**src/rtl/pc_sequencer_pkg.sv**
```systemverilog
// Shared definitions for the fetch-stage PC sequencer.
//   - ADDR_W  : default PC / address width
//   - PC_STEP : sequential fetch increment (one 32-bit instruction)
//   - state_e : fetch FSM state encoding
package pc_sequencer_pkg;

    localparam int unsigned ADDR_W  = 64;
    localparam int unsigned PC_STEP = 4;

    typedef enum logic [1:0] {
        StBoot  = 2'd0,
        StFetch = 2'd1,
        StHold  = 2'd2
    } state_e;

endpackage

```
**src/rtl/pc_sequencer_if.sv**
```systemverilog
// Instruction-memory request handshake between the fetch sequencer and imem.
//   imem_req   : fetch request (sequencer -> memory)
//   imem_addr  : fetch address (sequencer -> memory)
//   imem_ready : memory accepts the request this cycle (memory -> sequencer)
interface pc_sequencer_if
    import pc_sequencer_pkg::*;
#(
    parameter int unsigned AddrW = ADDR_W
);
    logic             imem_req;
    logic [AddrW-1:0] imem_addr;
    logic             imem_ready;

    modport master (
        output imem_req,
        output imem_addr,
        input  imem_ready
    );

    modport slave (
        input  imem_req,
        input  imem_addr,
        output imem_ready
    );
endinterface

```
**src/rtl/pc_sequencer_shl2.sv**
```systemverilog
// Shift-left-by-2 unit: turns a word offset into a byte offset.
//   din  : word offset (sign-extended)
//   dout : din << 2, truncated to Width bits
module pc_sequencer_shl2 #(
    parameter int unsigned Width = 64
) (
    input  logic [Width-1:0] din,
    output logic [Width-1:0] dout
);
    assign dout = din << 2;
endmodule

```
**src/rtl/pc_sequencer.sv**
```systemverilog
// Fetch-stage controller: owns the PC, drives the imem request handshake,
// selects sequential or branch-target next PC, handles stalls and redirects.
//   clk, reset      : clock, asynchronous active-high reset
//   stall           : hazard unit holds fetch
//   br_valid/taken/uncond, br_pc, br_imm : branch resolution from EX
//   imem            : imem request handshake (master side)
//   if_pc, if_valid : accepted instruction PC / valid
//   flush           : registered one-cycle IF/ID squash pulse
//   misalign        : sticky flag, redirect from a misaligned branch PC
//   redirect_cnt    : saturating count of taken redirects
module pc_sequencer
    import pc_sequencer_pkg::*;
#(
    parameter int unsigned     AddrW   = ADDR_W,
    parameter logic [AddrW-1:0] ResetPc = '0,
    parameter int unsigned     CntW    = 32
) (
    input  logic              clk,
    input  logic              reset,
    input  logic              stall,
    input  logic              br_valid,
    input  logic              br_taken,
    input  logic              br_uncond,
    input  logic [AddrW-1:0]  br_pc,
    input  logic [AddrW-1:0]  br_imm,
    pc_sequencer_if.master    imem,
    output logic [AddrW-1:0]  if_pc,
    output logic              if_valid,
    output logic              flush,
    output logic              misalign,
    output logic [CntW-1:0]   redirect_cnt
);
    state_e            state_q, state_d;
    logic [AddrW-1:0]  pc_q, pc_d;
    logic              flush_q;
    logic              misalign_q;
    logic [CntW-1:0]   cnt_q;

    logic              redirect_now;
    logic [AddrW-1:0]  br_offset;
    logic [AddrW-1:0]  target;
    logic              advance;

    assign redirect_now = br_valid && (br_taken || br_uncond);

    pc_sequencer_shl2 #(
        .Width (AddrW)
    ) u_shl2 (
        .din  (br_imm),
        .dout (br_offset)
    );

    // Modulo-2^AddrW wrap is intended.
    assign target = br_pc + br_offset;

    // Sequential advance only on an accepted, un-stalled, un-redirected fetch.
    assign advance = (state_q == StFetch) && imem.imem_ready && !stall && !redirect_now;

    // FSM state register
    always_ff @(posedge clk or posedge reset) begin
        if (reset) begin
            state_q <= StBoot;
        end else begin
            state_q <= state_d;
        end
    end

    // FSM next state; a redirect always lands in FETCH, overriding stall
    always_comb begin
        state_d = state_q;
        unique case (state_q)
            StBoot:  state_d = StFetch;
            StFetch: state_d = (!redirect_now && stall) ? StHold : StFetch;
            StHold:  state_d = (!redirect_now && stall) ? StHold : StFetch;
            default: state_d = StBoot;
        endcase
    end

    // FSM outputs
    always_comb begin
        imem.imem_req  = (state_q == StFetch);
        imem.imem_addr = pc_q;
        if_pc          = pc_q;
        if_valid       = (state_q == StFetch) && imem.imem_ready && !redirect_now;
    end

    // PC next-state: redirect > stall > handshake
    always_comb begin
        pc_d = pc_q;
        if (redirect_now) begin
            pc_d = target;
        end else if (advance) begin
            pc_d = pc_q + AddrW'(PC_STEP);
        end
    end

    always_ff @(posedge clk or posedge reset) begin
        if (reset) begin
            pc_q       <= ResetPc;
            flush_q    <= 1'b0;
            misalign_q <= 1'b0;
            cnt_q      <= '0;
        end else begin
            pc_q    <= pc_d;
            flush_q <= redirect_now;
            if (redirect_now && (br_pc[1:0] != 2'b00)) begin
                misalign_q <= 1'b1;
            end
            if (redirect_now && !(&cnt_q)) begin
                cnt_q <= cnt_q + 1'b1;
            end
        end
    end

    assign flush        = flush_q;
    assign misalign     = misalign_q;
    assign redirect_cnt = cnt_q;
endmodule

```
**src/flat_wrapper.sv**
```systemverilog
// flat-port wrapper written by rule: the top's interface ports become plain ports
module pc_sequencer_flat import pc_sequencer_pkg::*;
#(
    parameter int unsigned     AddrW   = ADDR_W,
    parameter logic [AddrW-1:0] ResetPc = '0,
    parameter int unsigned     CntW    = 32
)
  (clk, reset, stall, br_valid, br_taken, br_uncond, br_pc, br_imm, if_pc, if_valid, flush, misalign, redirect_cnt, imem_imem_req, imem_imem_addr, imem_imem_ready);
  pc_sequencer_if #(.AddrW(AddrW)) imem_i ();
  input  logic clk;
  input  logic reset;
  input  logic stall;
  input  logic br_valid;
  input  logic br_taken;
  input  logic br_uncond;
  input  logic [AddrW-1:0] br_pc;
  input  logic [AddrW-1:0] br_imm;
  output logic [AddrW-1:0] if_pc;
  output logic if_valid;
  output logic flush;
  output logic misalign;
  output logic [CntW-1:0] redirect_cnt;
  output wire logic [$bits(imem_i.imem_req)-1:0] imem_imem_req;
  output wire logic [$bits(imem_i.imem_addr)-1:0] imem_imem_addr;
  input wire logic [$bits(imem_i.imem_ready)-1:0] imem_imem_ready;
  assign imem_imem_req = imem_i.imem_req;
  assign imem_imem_addr = imem_i.imem_addr;
  assign imem_i.imem_ready = imem_imem_ready;
  pc_sequencer #(.AddrW(AddrW), .ResetPc(ResetPc), .CntW(CntW)) u_core (.clk(clk), .reset(reset), .stall(stall), .br_valid(br_valid), .br_taken(br_taken), .br_uncond(br_uncond), .br_pc(br_pc), .br_imm(br_imm), .imem(imem_i), .if_pc(if_pc), .if_valid(if_valid), .flush(flush), .misalign(misalign), .redirect_cnt(redirect_cnt));
endmodule
```
**config.mk**
```make
export PLATFORM = sky130hd
export DESIGN_NAME = pc_sequencer_flat
export DESIGN_NICKNAME = d
export VERILOG_FILES = /design/src/rtl/pc_sequencer_pkg.sv /design/src/rtl/pc_sequencer_if.sv /design/src/rtl/pc_sequencer_shl2.sv /design/src/rtl/pc_sequencer.sv /design/src/flat_wrapper.sv
export SDC_FILE = /design/constraint.sdc
export NUM_CORES = 1
export LEC_CHECK = 0
export CAP_MARGIN = 20
export CORE_MARGIN = 4
export CORE_UTILIZATION = 30
export DETAILED_ROUTE_END_ITERATION = 10
export PLACE_DENSITY = 0.64
export SLEW_MARGIN = 20
export SYNTH_ARGS = -nofsm -noshare
export SYNTH_HDL_FRONTEND = slang
export SYNTH_SLANG_ARGS = --single-unit
```
**constraint.sdc**
```tcl
create_clock -name clk -period 9.3 [get_ports clk]
set_input_delay 0.93 -clock clk [delete_from_list [all_inputs] [get_ports clk]]
set_output_delay 0.93 -clock clk [all_outputs]
set_load 0.1 [all_outputs]
```
Yosys cells after proc, flatten, opt, wreduce, memory -nomap -nowiden
Index checks and enable logic that the tools add are counted.

Register bits: 100. Input port bits: 135. Output and inout port bits: 164. Logic and storage cells: 31.

Add/sub/neg operators: 3. Eq/ne operators: 2. Muxes and demuxes: 4. Reductions and logical operators: 17.

Operators with widths (count): $mux W64 (2); $add A64 B3 Y64 const B (1); $add A64 B64 Y64 (1); $add A32 B1 Y32 const B (1); $reduce_and A32 Y1 (1); $logic_and A1 B1 Y1 (8); $pmux W2 S2 (1); $reduce_bool A2 Y1 (2); $logic_not A1 Y1 (3); $eq A2 B1 Y1 const B (1); $eq A2 B2 Y1 const B (1); $logic_not A2 Y1 (1); $mux W2 (1); $reduce_or A2 Y1 (1); $logic_or A1 B1 Y1 (1).

Logic depth before layout (Yosys ltp)
Gate-level depths: netlist (run 1).

Depth in word-level cells: 6. Mapped depth: 12. Mapped depth without buffers: 12.

Modules after synthesis
Synthesis (run 1) repeated with hierarchy kept, for this count alone.

Cells, all modules: 1236. Area total of the unflattened synthesis: 9877.0 um^2.

By module, submodules not included: pc_sequencer (instances 1, cells each 1171, area each 9392.8 um^2, sequential area each 2502.4 um^2); pc_sequencer_shl2 (instances 1, cells each 65, area each 484.2 um^2, sequential area each 0.0 um^2).

Worst setup path before layout (run 1)
No wires, ideal clock.

Path kind: input-to-output. Start point: input br_uncond. End point: output if_valid. Data arrival time: 3093 ps. Required time: 8370 ps. Setup slack: 5277 ps. Cell stages on the path: 5. Buffers on the path: 2. Cells stage by stage: o21ai_1 > inv_1 > buf_2 > buf_1 > nor2_1.

Word-level cells in the longest chain between the ends: 4.

Ends and longest elaborated chain: start: declaration (line flat_wrapper.sv:15) `input logic br_uncond;`; $logic_or A1 B1 Y1 (line pc_sequencer.sv:44) `assign redirect_now = br_valid && (br_taken || br_uncond);`; $logic_and A1 B1 Y1 (line pc_sequencer.sv:44); via u_core.redirect_now (line pc_sequencer.sv:39) `logic redirect_now;`; $logic_not A1 Y1 (line pc_sequencer.sv:84) `if_valid = (state_q == StFetch) && imem.imem_ready && !redirect_now;`; $logic_and A1 B1 Y1 (line pc_sequencer.sv:84); end: declaration (line flat_wrapper.sv:19) `output logic if_valid;`.

The timed path passes the listed nets, and every way through them passes these cells.

Worst setup path after layout (run 1)
Start point: input br_pc[2]. End point: register u_core.pc_q[56] (netlist: u_core.if_pc[56]).

Word-level cells in the longest chain between the ends: 2.

Ends and longest elaborated chain: start: declaration (line flat_wrapper.sv:16) `input logic [AddrW-1:0] br_pc;`; $add A64 B64 Y64 (line pc_sequencer.sv:54) `assign target = br_pc + br_offset;`; $mux W64 (line pc_sequencer.sv:90) `if (redirect_now) begin`; end signal: assignment (line pc_sequencer.sv:99) `pc_q <= ResetPc;`; end signal: assignment (line pc_sequencer.sv:104) `pc_q <= pc_d;`; end: declaration (line pc_sequencer.sv:34) `logic [AddrW-1:0] pc_q, pc_d;`.

Every way passes these cells. A chain may end at the register's enable or synchronous reset.

==> results of run 1 <==
[flip-flops by register name (all words and copies together) (netlist names)]
signal / flops
u_core.redirect_cnt: 32
u_core.if_pc: 64
u_core.state_q: 2
u_core.flush: 1
u_core.misalign: 1
[layout make-up]
| type | count | area [um2] | share of cell area |
|---|---|---|---|
| multi-input combinational | 881 | 5730 | 0.472 |
| clock buffer | 13 | 250 | 0.0206 |
| timing repair buffer | 300 | 2990 | 0.247 |
| sequential | 100 | 2500 | 0.206 |
| clock inverter | 2 | 35.0 | 0.00289 |
| tap | 390 | 488 | 0.0402 |
| inverter | 37 | 141 | 0.0116 |
[layout by cell type (no fill, tap or decap), drive strengths merged, types with 5 or more instances in the layout]
master         Yosys  layout
a211oi             6       6
a21o              36      36
a21oi             93      93
a31oi             14      14
and2              10      10
and3              24      24
and4               5       5
clkbuf            28      13
clkdlybuf4s50      0     296
dfrtp            100     100
ha                66      66
inv               37      37
nand2            150     150
nand3             43      43
nand4             30      30
nor2              69      69
nor3              16      16
nor4               8       8
o21ai             80      80
o21bai            16      16
o31ai             10      10
or2                7       7
or3                5       5
xnor2             88      88
xor2              61      61
[path summary, 6_finish.rpt]
check	startpoint	end	depth (start not counted)
worst min-delay path	u_core.redirect_cnt[8]	u_core.redirect_cnt[8]	1
worst max register to register	u_core.if_pc[11]	u_core.if_pc[63]	10
max in group asynchronous	reset	u_core.state_q[1]	3
min in group asynchronous	reset	u_core.redirect_cnt[3]	2
worst max-delay path	br_pc[2]	u_core.if_pc[56]	13
worst min register to register	u_core.redirect_cnt[8]	u_core.redirect_cnt[8]	1
[routing by layer]
| layer | GRT usage | up-vias |
|---|---|---|
| met2 | 0.280 | 232 |
| met3 | 0.0173 | 26 |
| met1 | 0.236 | 3968 |
| met5 | 0 | - |
| li1 | - | 4281 |
| met4 | 0.0468 | 0 |
[kinds of logic (layout without fill, tap and decap cells)]
| group | Yosys count | after routing |
|---|---|---|
| AND/OR/NAND/NOR | 376 | 376 |
| buffers and inverters | 136 | 352 |
| flip-flops | 100 | 100 |
| multiplexers | 1 | 1 |
| adder cells (fa/ha/maj) | 67 | 67 |
| AO/OA/AOI/OAI | 288 | 288 |
| XOR/XNOR | 149 | 149 |
[worst max-delay path: stages]
cell and delay [ns]:
clkdlybuf4s50_1 0.41, ha_1 0.23, fa_1 0.40, a21oi_1 0.20
o21ai_0 0.12, a21oi_1 0.47, o21ai_0 0.38, a31o_2 0.36
a41oi_1 0.36, a21o_1 0.28, o21ai_0 0.14, xnor2_1 0.22
a21oi_1 0.09
[report_power, final]
group / internal, uW / leakage, uW / switching (uW)
logic: 458 / 0.00367 / 1380
clock network: 215 / 0.000140 / 160
registers: 512 / 0.00124 / 138
[through the flow]
step	area (um2)	total power [uW]	hold slack (ns)	cells	setup slack, ns
floorplan	8980	2090	0.533	1117	5.28
global placement	11900	2490	0.459	1708	4.61
detailed placement	11900	2500	0.489	1708	4.56
CTS	12100	2880	0.498	1723	4.93
global route	12100	2980	0.504	1723	4.71
finish	12100	2860	0.492	1723	4.89
==> impl_metrics.toml, run 1 <==
[run_status]
status = "completed"

[timing]
relSlewSlack = 0.269
setup_violations = 0
rsz0062_at_grt = "false"
period_share = 0.475
fmax_ghz = 0.227
period_minus_slack_ns = 4.41
hold_viol = 0
tns_ns = 0
tightest_slew_ns = 1.09
skew_ns = 0.00787
slew_viol_final = 0

[worst_setup_path]
cp-start-kind = "input port"
worst_ep_arrival_time_ns = 4.62
rrSetupSlack_ns = 6.05
required_ns = 9.51
cp_max_fo = 5
worstSetupPathType = "in2reg"
end_kind = "flip-flop"

[routing]
met1_length_mm = 13.3
wl_met3_mm = 1.38
dr_total_vias = 8507
routedWlPerCell_um = 16.7
route.detailed.drc = 0
drt_iter0_drc = 499
drtPass1Iterations = 5
top_layer_used = "met4"
wl_mm = 28.9
dr_wl_met2_mm = 13.6
via_per_inst = 4.94
ant_nets = 0

[floorplanning]
die_y_um = 181
io_pins = 299
die_w_um = 181
start_util = 0.304
dieArea_mm2 = 0.0328
num_rows = 63
coreArea_mm2 = 0.0296

[synth]
syn_area_per_cell_um2 = 8.04
ys_top_cells_by_count = "nand2_1 (150), dfrtp_1 (100), a21oi_1 (93)"
synth_compound_area_frac = 0.195
synth-seq-cells = 100
yosys.area_share.simple = 0.201
synthMuxAreaShare = 0.00111
synth_top_family_by_area = "simple AND/OR/NAND/NOR gates"
yosysWarnings = 0
ys_seq_area_frac = 0.279
synth_edf_count = 0
synthFlopType = "dfrtp_1"
synth_cell_types = 61
syn_inst = 1117
synth-xor-area-share = 0.145
synthesis.nets = 1319
synth_top_area_share = 0.279
synth.most_common_cell = "nand2_1"
syn_area_mm2 = 0.00898
synth_fa_ha_area_frac = 0.0942
yosys.area.top_type = "dfrtp_1"
async_flop_share = 1.00
synth.area.top_cells = "dfrtp_1 (28%), ha_1 (9.2%), xnor2_1 (8.6%)"

[clocking]
htree_levels = 3
root_buffer = "clkbuf_16"
cts.clk_slew.worst_paths_ns = 0.07
cts.repair.resized = 0
clock_latency_ns = 0.35
cts.sinks = 100
holdBufCountCts = 0
cts_tree = "done"
postCtsSetupRepairBufs = 0
cts_buffer_depth = 2
cts_buffers = 9

[cells_and_area]
final_util = 0.411
nFillCells = 3007
area_growth_pct = 35.1
diodes = 0
nets = 1531
drive_gt1_frac = 0.0278

[min_path]
hp-class = "reg2reg"

[run]
maxCapViolations = 0

[grt]
grt_overflow = 0
grt.total_usage = 0.169
grt_max_degree = 81
grt_pass1_vias = 8250
grt_first_pass_wirelength_mm = 45.5
antenna_found_initial = 0

[power]
p_leak_uw = 0.00506
cellPowerDensity_mw_per_mm2 = 236
vdd_drop_max_uv = 174

[place]
dpl.hpwl_mm = 23.6
place.gp.congestion = 0.886
port_buffers = 296
(Power assumes the default switching activity.)
==> run 2, diff against run 1 <==
==> constraint.sdc (replaced) <==
create_clock -name clk -period 4.48 [get_ports clk]
set_input_delay 0.448 -clock clk [delete_from_list [all_inputs] [get_ports clk]]
set_output_delay 0.448 -clock clk [all_outputs]
set_load 0.1 [all_outputs]
==> impl_metrics.toml, run 2 (synthesized netlist as in run 1, its figures left out) <==
[grt]
grt_pass1_vias = 8176
grt_overflow = 0
grt_max_degree = 80
grt_first_pass_wirelength_mm = 44.4
grt.total_usage = 0.164
antenna_found_initial = 0

[run]
maxCapViolations = 0

[cells_and_area]
area_growth_pct = 35.6
nets = 1534
finish.instance_area_mm2 = 0.0122
fin_cells = 1726
drive_gt1_frac = 0.0314
largest_reg_flops = 64
nFillCells = 2942
diodes = 0
layout_commonest_cell = "clkdlybuf4s50_1"
final_cell_mix = "clkdlybuf4s50_1 (295), nand2_1 (150), dfrtp_1 (100), a21oi_1 (93), xnor2_1 (88)"

[power]
cellPowerDensity_mw_per_mm2 = 492
power.net_switching_uw = 3490
combPwrFrac = 0.638
p_leak_uw = 0.00508
p_int_uw = 2510
p_seq_frac = 0.225
pwr-share-clk = 0.138
swShare = 0.582
vdd_drop_max_uv = 338

[worst_setup_path]
required_ns = 4.68
worstSetupPathType = "in2reg"
r2r_end = "u_core.if_pc[63]"
r2r_cells = 10
endpoint = "u_core.if_pc[61]"
cp-start-kind = "input port"
end_kind = "flip-flop"
crit_start = "br_pc[14]"
rrSetupSlack_ns = 1.26
r2r_start = "u_core.if_pc[12]"
worst_ep_arrival_time_ns = 3.93
cp_max_fo = 6

[clocking]
clock_latency_ns = 0.35
cts.sinks = 100
cts.clk_slew.worst_paths_ns = 0.07
htree_levels = 3
cts_buffer_depth = 2
cts_buffers = 9
holdBufCountCts = 0
postCtsSetupRepairBufs = 0
cts.repair.resized = 0
root_buffer = "clkbuf_16"
cts_tree = "done"

[place]
place.gp.congestion = 0.898
dp_slack_ns = 0.513
port_buffers = 296
placed_area_mm2 = 0.0119
dpl.hpwl_mm = 23.5
dp.cells = 1711

[floorplanning]
die_w_um = 181
start_util = 0.304
coreArea_mm2 = 0.0296
num_rows = 63
io_pins = 299
die_y_um = 181
dieArea_mm2 = 0.0328

[run_status]
status = "completed"

[timing]
skew_ns = 0.0101
period_share = 0.832
tightest_slew_ns = 1.10
period_minus_slack_ns = 3.73
rsz0062_at_grt = "false"
setup_violations = 0
relSlewSlack = 0.265
fmax_ghz = 0.268
worst_slack_ns = 0.751
slew_viol_final = 0
hold_viol = 0
tns_ns = 0

[routing]
via_per_inst = 5.02
wl_mm = 28.6
dr_total_vias = 8660
drtPass1Iterations = 5
ant_nets = 0
route.detailed.drc = 0
drt_iter0_drc = 522
routedWlPerCell_um = 16.6

[min_path]
hp-class = "reg2reg"
==> run 2: cell type report <==
| cell class | count | area (um2) | area share |
|---|---|---|---|
| clock inverters | 4 | 75.1 | 0.00616 |
| well taps | 390 | 488 | 0.0401 |
| clock buffers | 11 | 233 | 0.0191 |
| multi-input cells | 881 | 5730 | 0.470 |
| flip-flops and latches | 100 | 2500 | 0.205 |
| inverters | 37 | 141 | 0.0116 |
| repair buffers | 303 | 3010 | 0.247 |
==> run 2: layer usage <==
layer,global-route usage,vias up,routed length (um),share of wire
li1,-,4292,-,-
met5,0,-,0,0
met1,0.233,4064,13500,0.47
met2,0.265,269,13200,0.46
met3,0.0153,35,1240,0.043
met4,0.0522,0,705,0.025
==> run 2: power by group through the flow <==
stage | clock, uW | sequential, uW | combinational [uW]
floorplan | 0 | 2390 | 1940
global placement | 0 | 1360 | 3810
detailed placement | 0 | 1370 | 3820
CTS | 847 | 1350 | 3830
global route | 877 | 1380 | 3970
finish | 826 | 1350 | 3820
==> run 2: worst min path at each step <==
stage                                 start                 to  depth (start not counted)
after floorplan           u_core.state_q[1]  u_core.state_q[0]                          2
after global placement      u_core.misalign    u_core.misalign                          1
after detailed placement    u_core.misalign    u_core.misalign                          1
after CTS                   u_core.misalign    u_core.misalign                          1
after global routing        u_core.misalign    u_core.misalign                          1
final                       u_core.misalign    u_core.misalign                          1
==> run 2: critical path: stages <==
cell             delay [ns]
clkdlybuf4s50_1        0.44
ha_1                   0.41
nand4_1                0.16
nor2_1                 0.29
o211ai_1               0.29
a31oi_1                0.44
o2111ai_1              0.26
a31oi_2                0.28
a21oi_1                0.19
o41ai_1                0.45
xnor2_1                0.18
a21oi_1                0.09
==> run 2: metrics by stage <==
stage               hold slack [ns]   util  power, uW
global placement              0.459  0.402       5170
floorplan                     0.533      -       4340
finish                        0.482  0.412       5990
detailed placement            0.465  0.402       5190
global route                  0.499  0.412       6230
CTS                           0.484  0.412       6030
